$ cat config.mk
export PLATFORM = sky130hd
export DESIGN_NAME = tff_updown_counter
export DESIGN_NICKNAME = d
export VERILOG_FILES = /design/src/rtl/tff_updown_counter.sv
export SDC_FILE = /design/constraint.sdc
export NUM_CORES = 1
export LEC_CHECK = 0
export CORE_AREA = 2 2 39 41
export DETAILED_ROUTE_END_ITERATION = 8
export DIE_AREA = 0 0 41 43
export GPL_ROUTABILITY_DRIVEN = 0
export HOLD_SLACK_MARGIN = 0.05
export PLACE_DENSITY = 0.6
export SETUP_SLACK_MARGIN = 0.1
export SLEW_MARGIN = 20
export SYNTH_ARGS = -nofsm -noshare
export SYNTH_HDL_FRONTEND = slang
export SYNTH_SLANG_ARGS = --single-unit
export TNS_END_PERCENT = 1
$ cat constraint.sdc
create_clock -name clk -period 3.6 [get_ports clk]
set_clock_uncertainty 0.1 [all_clocks]
set_input_delay 1.08 -clock clk [delete_from_list [all_inputs] [get_ports clk]]
set_output_delay 1.08 -clock clk [all_outputs]
set_load 0.01 [all_outputs]
$ cat src/rtl/tff_updown_counter.sv
// Up/down counter built from per-bit toggle cells, with a zero-latency terminal count and a registered wrap pulse.
// Optional registered complement output qbar is enabled by defining TFF_QBAR_OUT_EN.
module tff_updown_counter #(
  parameter int WIDTH   = 4,
  parameter int MODULUS = 16
) (
  input  logic             clk,
  input  logic             rst,
  input  logic             en,
  input  logic             up,
  input  logic             load,
  input  logic [WIDTH-1:0] d,
  output logic [WIDTH-1:0] q,
  output logic             tc,
  output logic             wrap
`ifdef TFF_QBAR_OUT_EN
  ,
  output logic [WIDTH-1:0] qbar
`endif
);

  localparam int              MOD_BITS = $clog2(MODULUS);
  localparam bit              IS_POW2  = ((MODULUS & (MODULUS - 1)) == 0);
  localparam logic [WIDTH-1:0] MAX_VAL = WIDTH'(MODULUS - 1);

  logic             at_max;
  logic             at_zero;
  logic [WIDTH-1:0] load_val;
  logic [WIDTH-1:0] t;
  logic [WIDTH-1:0] q_next;

  assign at_max   = (q == MAX_VAL);
  assign at_zero  = (q == '0);
  assign tc       = en & ~load & ((up & at_max) | (~up & at_zero));
  // Out-of-range load values saturate to the top count instead of wrapping.
  assign load_val = (d > MAX_VAL) ? MAX_VAL : d;

  generate
    if (IS_POW2) begin : g_chain
      logic [WIDTH-1:0] up_carry;
      logic [WIDTH-1:0] dn_borrow;

      assign up_carry[0]  = 1'b1;
      assign dn_borrow[0] = 1'b1;
      for (genvar gi = 1; gi < WIDTH; gi++) begin : g_carry
        assign up_carry[gi]  = up_carry[gi-1] & q[gi-1];
        assign dn_borrow[gi] = dn_borrow[gi-1] & ~q[gi-1];
      end
      // Bits above log2(MODULUS) never toggle, so unused codes stay unreachable.
      for (genvar gi = 0; gi < WIDTH; gi++) begin : g_toggle
        if (gi < MOD_BITS) begin : g_live
          assign t[gi] = en & (up ? up_carry[gi] : dn_borrow[gi]);
        end else begin : g_dead
          assign t[gi] = 1'b0;
        end
      end
    end else begin : g_compare
      logic [WIDTH-1:0] step_val;

      always_comb begin
        step_val = q;
        if (up) begin
          step_val = at_max ? '0 : q + WIDTH'(1);
        end else begin
          step_val = at_zero ? MAX_VAL : q - WIDTH'(1);
        end
      end
      // Toggle exactly the bits that differ from the wrapped next count.
      assign t = en ? (q ^ step_val) : '0;
    end
  endgenerate

  generate
    for (genvar gi = 0; gi < WIDTH; gi++) begin : g_tcell
      assign q_next[gi] = load ? load_val[gi] : (q[gi] ^ t[gi]);
    end
  endgenerate

  always_ff @(posedge clk) begin
    if (rst) begin
      q    <= '0;
      wrap <= 1'b0;
    end else begin
      q    <= q_next;
      wrap <= tc;
    end
  end

`ifdef TFF_QBAR_OUT_EN
  always_ff @(posedge clk) begin
    if (rst) begin
      qbar <= '1;
    end else begin
      qbar <= ~q_next;
    end
  end
`endif

endmodule

==> metrics <==
row count 14; Design Area, Final between 500 and 600 um2; sequential-to-total area share from yosys stat a little under a third; reg2reg start q[0]$_SDFF_PP0_; largest area contributor in the netlist dfxtp_1; WHS Path Cells 2; worst-path maximum fanout 3; CP max stage delay ~0.52 ns; drt drc 0; dpl ws -0.331 ns; Avg Cell Area, Syn ~8.3 um2; multi-input logic area approximately 210 um2; DP HPWL about 650 um; worst hold margin 0.507 ns; commonest cells after routing, fill and taps aside clkdlybuf4s50_1 (13), buf_4 (5), dfxtp_1 (5); Worst Reg2Reg Path Length in Cells 4; Core Util, Final 39.2%; die area 1760 um2; clk sinks 5; Synth Warn # 0; Mapped Cells 40; Buffers on Ports 14; clock power share 36.6%; Antenna Cells 0; io pins 15; Pwr per Cell Area 329 nW/um2; critical-path cell list clkdlybuf4s50_1 -> and4_4 -> o21ai_1 -> nor3_1 -> buf_2; final hold vios 0; Comb pwr share 26.0%; switching pwr between 40 and 50 uW; #FFs+latches synth 5; r2r setup slk about 2.2 ns; Max-cap violations 0; CTS tree yes; fmax ~0.29 GHz; RSZ-0062 raised after global routing no; Tcrit/Tclk final 94.9%; status completed; drt wl/cell 11.5 um; drt total wl approximately 880 um; clock buffer depth 2; Die Span Y 43 um; Crit. path cell count 5; Worst setup endpoint tc; CTS Root Cell clkbuf_4; first-pass GRT wire length 1.52 mm; Overflow after GRT 0; initial antenna violation count 0; fillers between 150 and 200; average vias per placed instance just under 5; syn_nets between 40 and 50; PostCTS Resize Cnt 5; Slew HR about three quarters; DR iter-0 viols 4; slowest stage cell, crit path clkdlybuf4s50_1; Setup Viol. Count Final 0; Leakage between 0.0002 and 0.00025 uW; Synth cell types 26; Critical Path RT 2.42 ns; Slew @ Worst Pin about 0.37 ns; Clock H-tree levels 1; Total GRT Usage around an eighth; worst vdd ir about 200 uV; CTS Hold Bufs 0; setup slack after layout 0.183 ns; internal power ~130 uW; Final Instance Count excl. Fillers 76; Reg area between 100 and 150 um2; crit path buf inv count 2; Pins Over Slew Limit 0; post-place instance area 515 um2; vias approximately 380; critical path endpoint category output pin; largest net degree at the start of global routing 11; synthesis-to-layout area growth 63.8%; Crit. Startpoint up; type of the tightest min-delay check reg2reg; critical path launch point type primary input; CP Class in2out; most common cell after layout, fill and taps aside clkdlybuf4s50_1; core area approximately 1400 um2; part of the power in registers a little under two fifths; reg-to-reg endpoint q[3]$_SDFF_PP0_; Top Family by Delay on Critical Path buffers and inverters; Layout Nets 70; router iterations before antenna repair 2; share of cells above drive strength 1 a little under a quarter; top cells by area, synth dfxtp_1 (30%), a2111oi_2 (9.1%), xor2_1 (5.3%); post-placement cell count 72; fin crit period ~3.4 ns; cell area after synthesis roughly 330 um2; TritonCTS Buffers 3; Sw Share 27.8%; worst skew pair latency between 0.2 and 0.25 ns; vias in the first global route roughly 350; Synth top area share 30.2%; Starting Density approximately a quarter; postcts setup bufs 0; ANT nets after route 0; CP Data Arrival Time between 2 and 2.5 ns; die extent in x just over 40 um; Worst-path clk slew about 0.040 ns
-- power groups by stage --
stage / Clock [uW] / Combinational [uW] / Sequential [uW]
after floorplan: 0 / 20.2 / 67.7
after global placement: 0 / 45.9 / 66.8
after detailed placement: 0 / 46.3 / 67.0
after CTS: 68.8 / 46.9 / 66.5
after global routing: 74.0 / 51.6 / 67.4
final: 65.3 / 46.5 / 66.7
-- sequential cells by signal (all words and copies together) (netlist names) --
| name | count |
|---|---|
| q | 4 |
| wrap | 1 |
-- worst min-delay path by stage --
| stage | startpoint | end |
|---|---|---|
| final | q[2]$_SDFF_PP0_ | q[2]$_SDFF_PP0_ |
| after global routing | q[2]$_SDFF_PP0_ | q[2]$_SDFF_PP0_ |
| after CTS | q[2]$_SDFF_PP0_ | q[2]$_SDFF_PP0_ |
| after detailed placement | q[2]$_SDFF_PP0_ | q[2]$_SDFF_PP0_ |
| after global placement | q[2]$_SDFF_PP0_ | q[2]$_SDFF_PP0_ |
| after floorplan | q[2]$_SDFF_PP0_ | q[2]$_SDFF_PP0_ |
-- worst reg2reg max path, cell delays in order (launching register included) --
cell and delay (ns):
dfxtp_1 0.38, and4_4 0.21, buf_4 0.12, or4_1 0.49, nand3_1 0.09
-- through the flow --
step / total power (uW) / TNS (ns)
floorplan: 87.9 / 0
global placement: 113 / -0.319
detailed placement: 113 / -0.331
CTS: 182 / 0
global route: 193 / 0
finish: 178 / 0
-- cells in the mapped netlist, drive strengths merged --
cell type  number
xor2            2
inv             3
a2111oi         2
a31oi           1
nor3            3
clkbuf          1
nand2           2
o2111ai         1
xnor2           1
nor4b           1
or4             1
o21ai           2
a21oi           1
and3            2
nor4            2
nand2b          1
and4            1
a311o           1
dfxtp           5
buf             2
nand3           1
nor2            3
o2111a          1
-- cell families after synthesis --
group / count (synthesis) / synth area share, %
flops: 5 / 30.2
buf+inv: 6 / 7.54
simple gates: 17 / 29.8
xor+xnor: 3 / 7.93
compound gates: 9 / 24.5
-- area by class of cell --
class                      count  area share [%]
clock buffer                   4            4.84
multi-input combinational     29            39.2
timing repair buffer          19            31.8
tap                           16            3.69
inverter                       3            2.07
sequential                     5            18.4
-- metal layers --
layer  wire length (um)  global-route usage [%]  vias up
met5                  0                       0        -
met4                  0                    2.00        0
met3                 72                    9.42        0
met2                409                    18.8       12
met1                393                    16.2      173
li1                   -                       -      190
No activity file was read; power rests on OpenSTA's default activity.
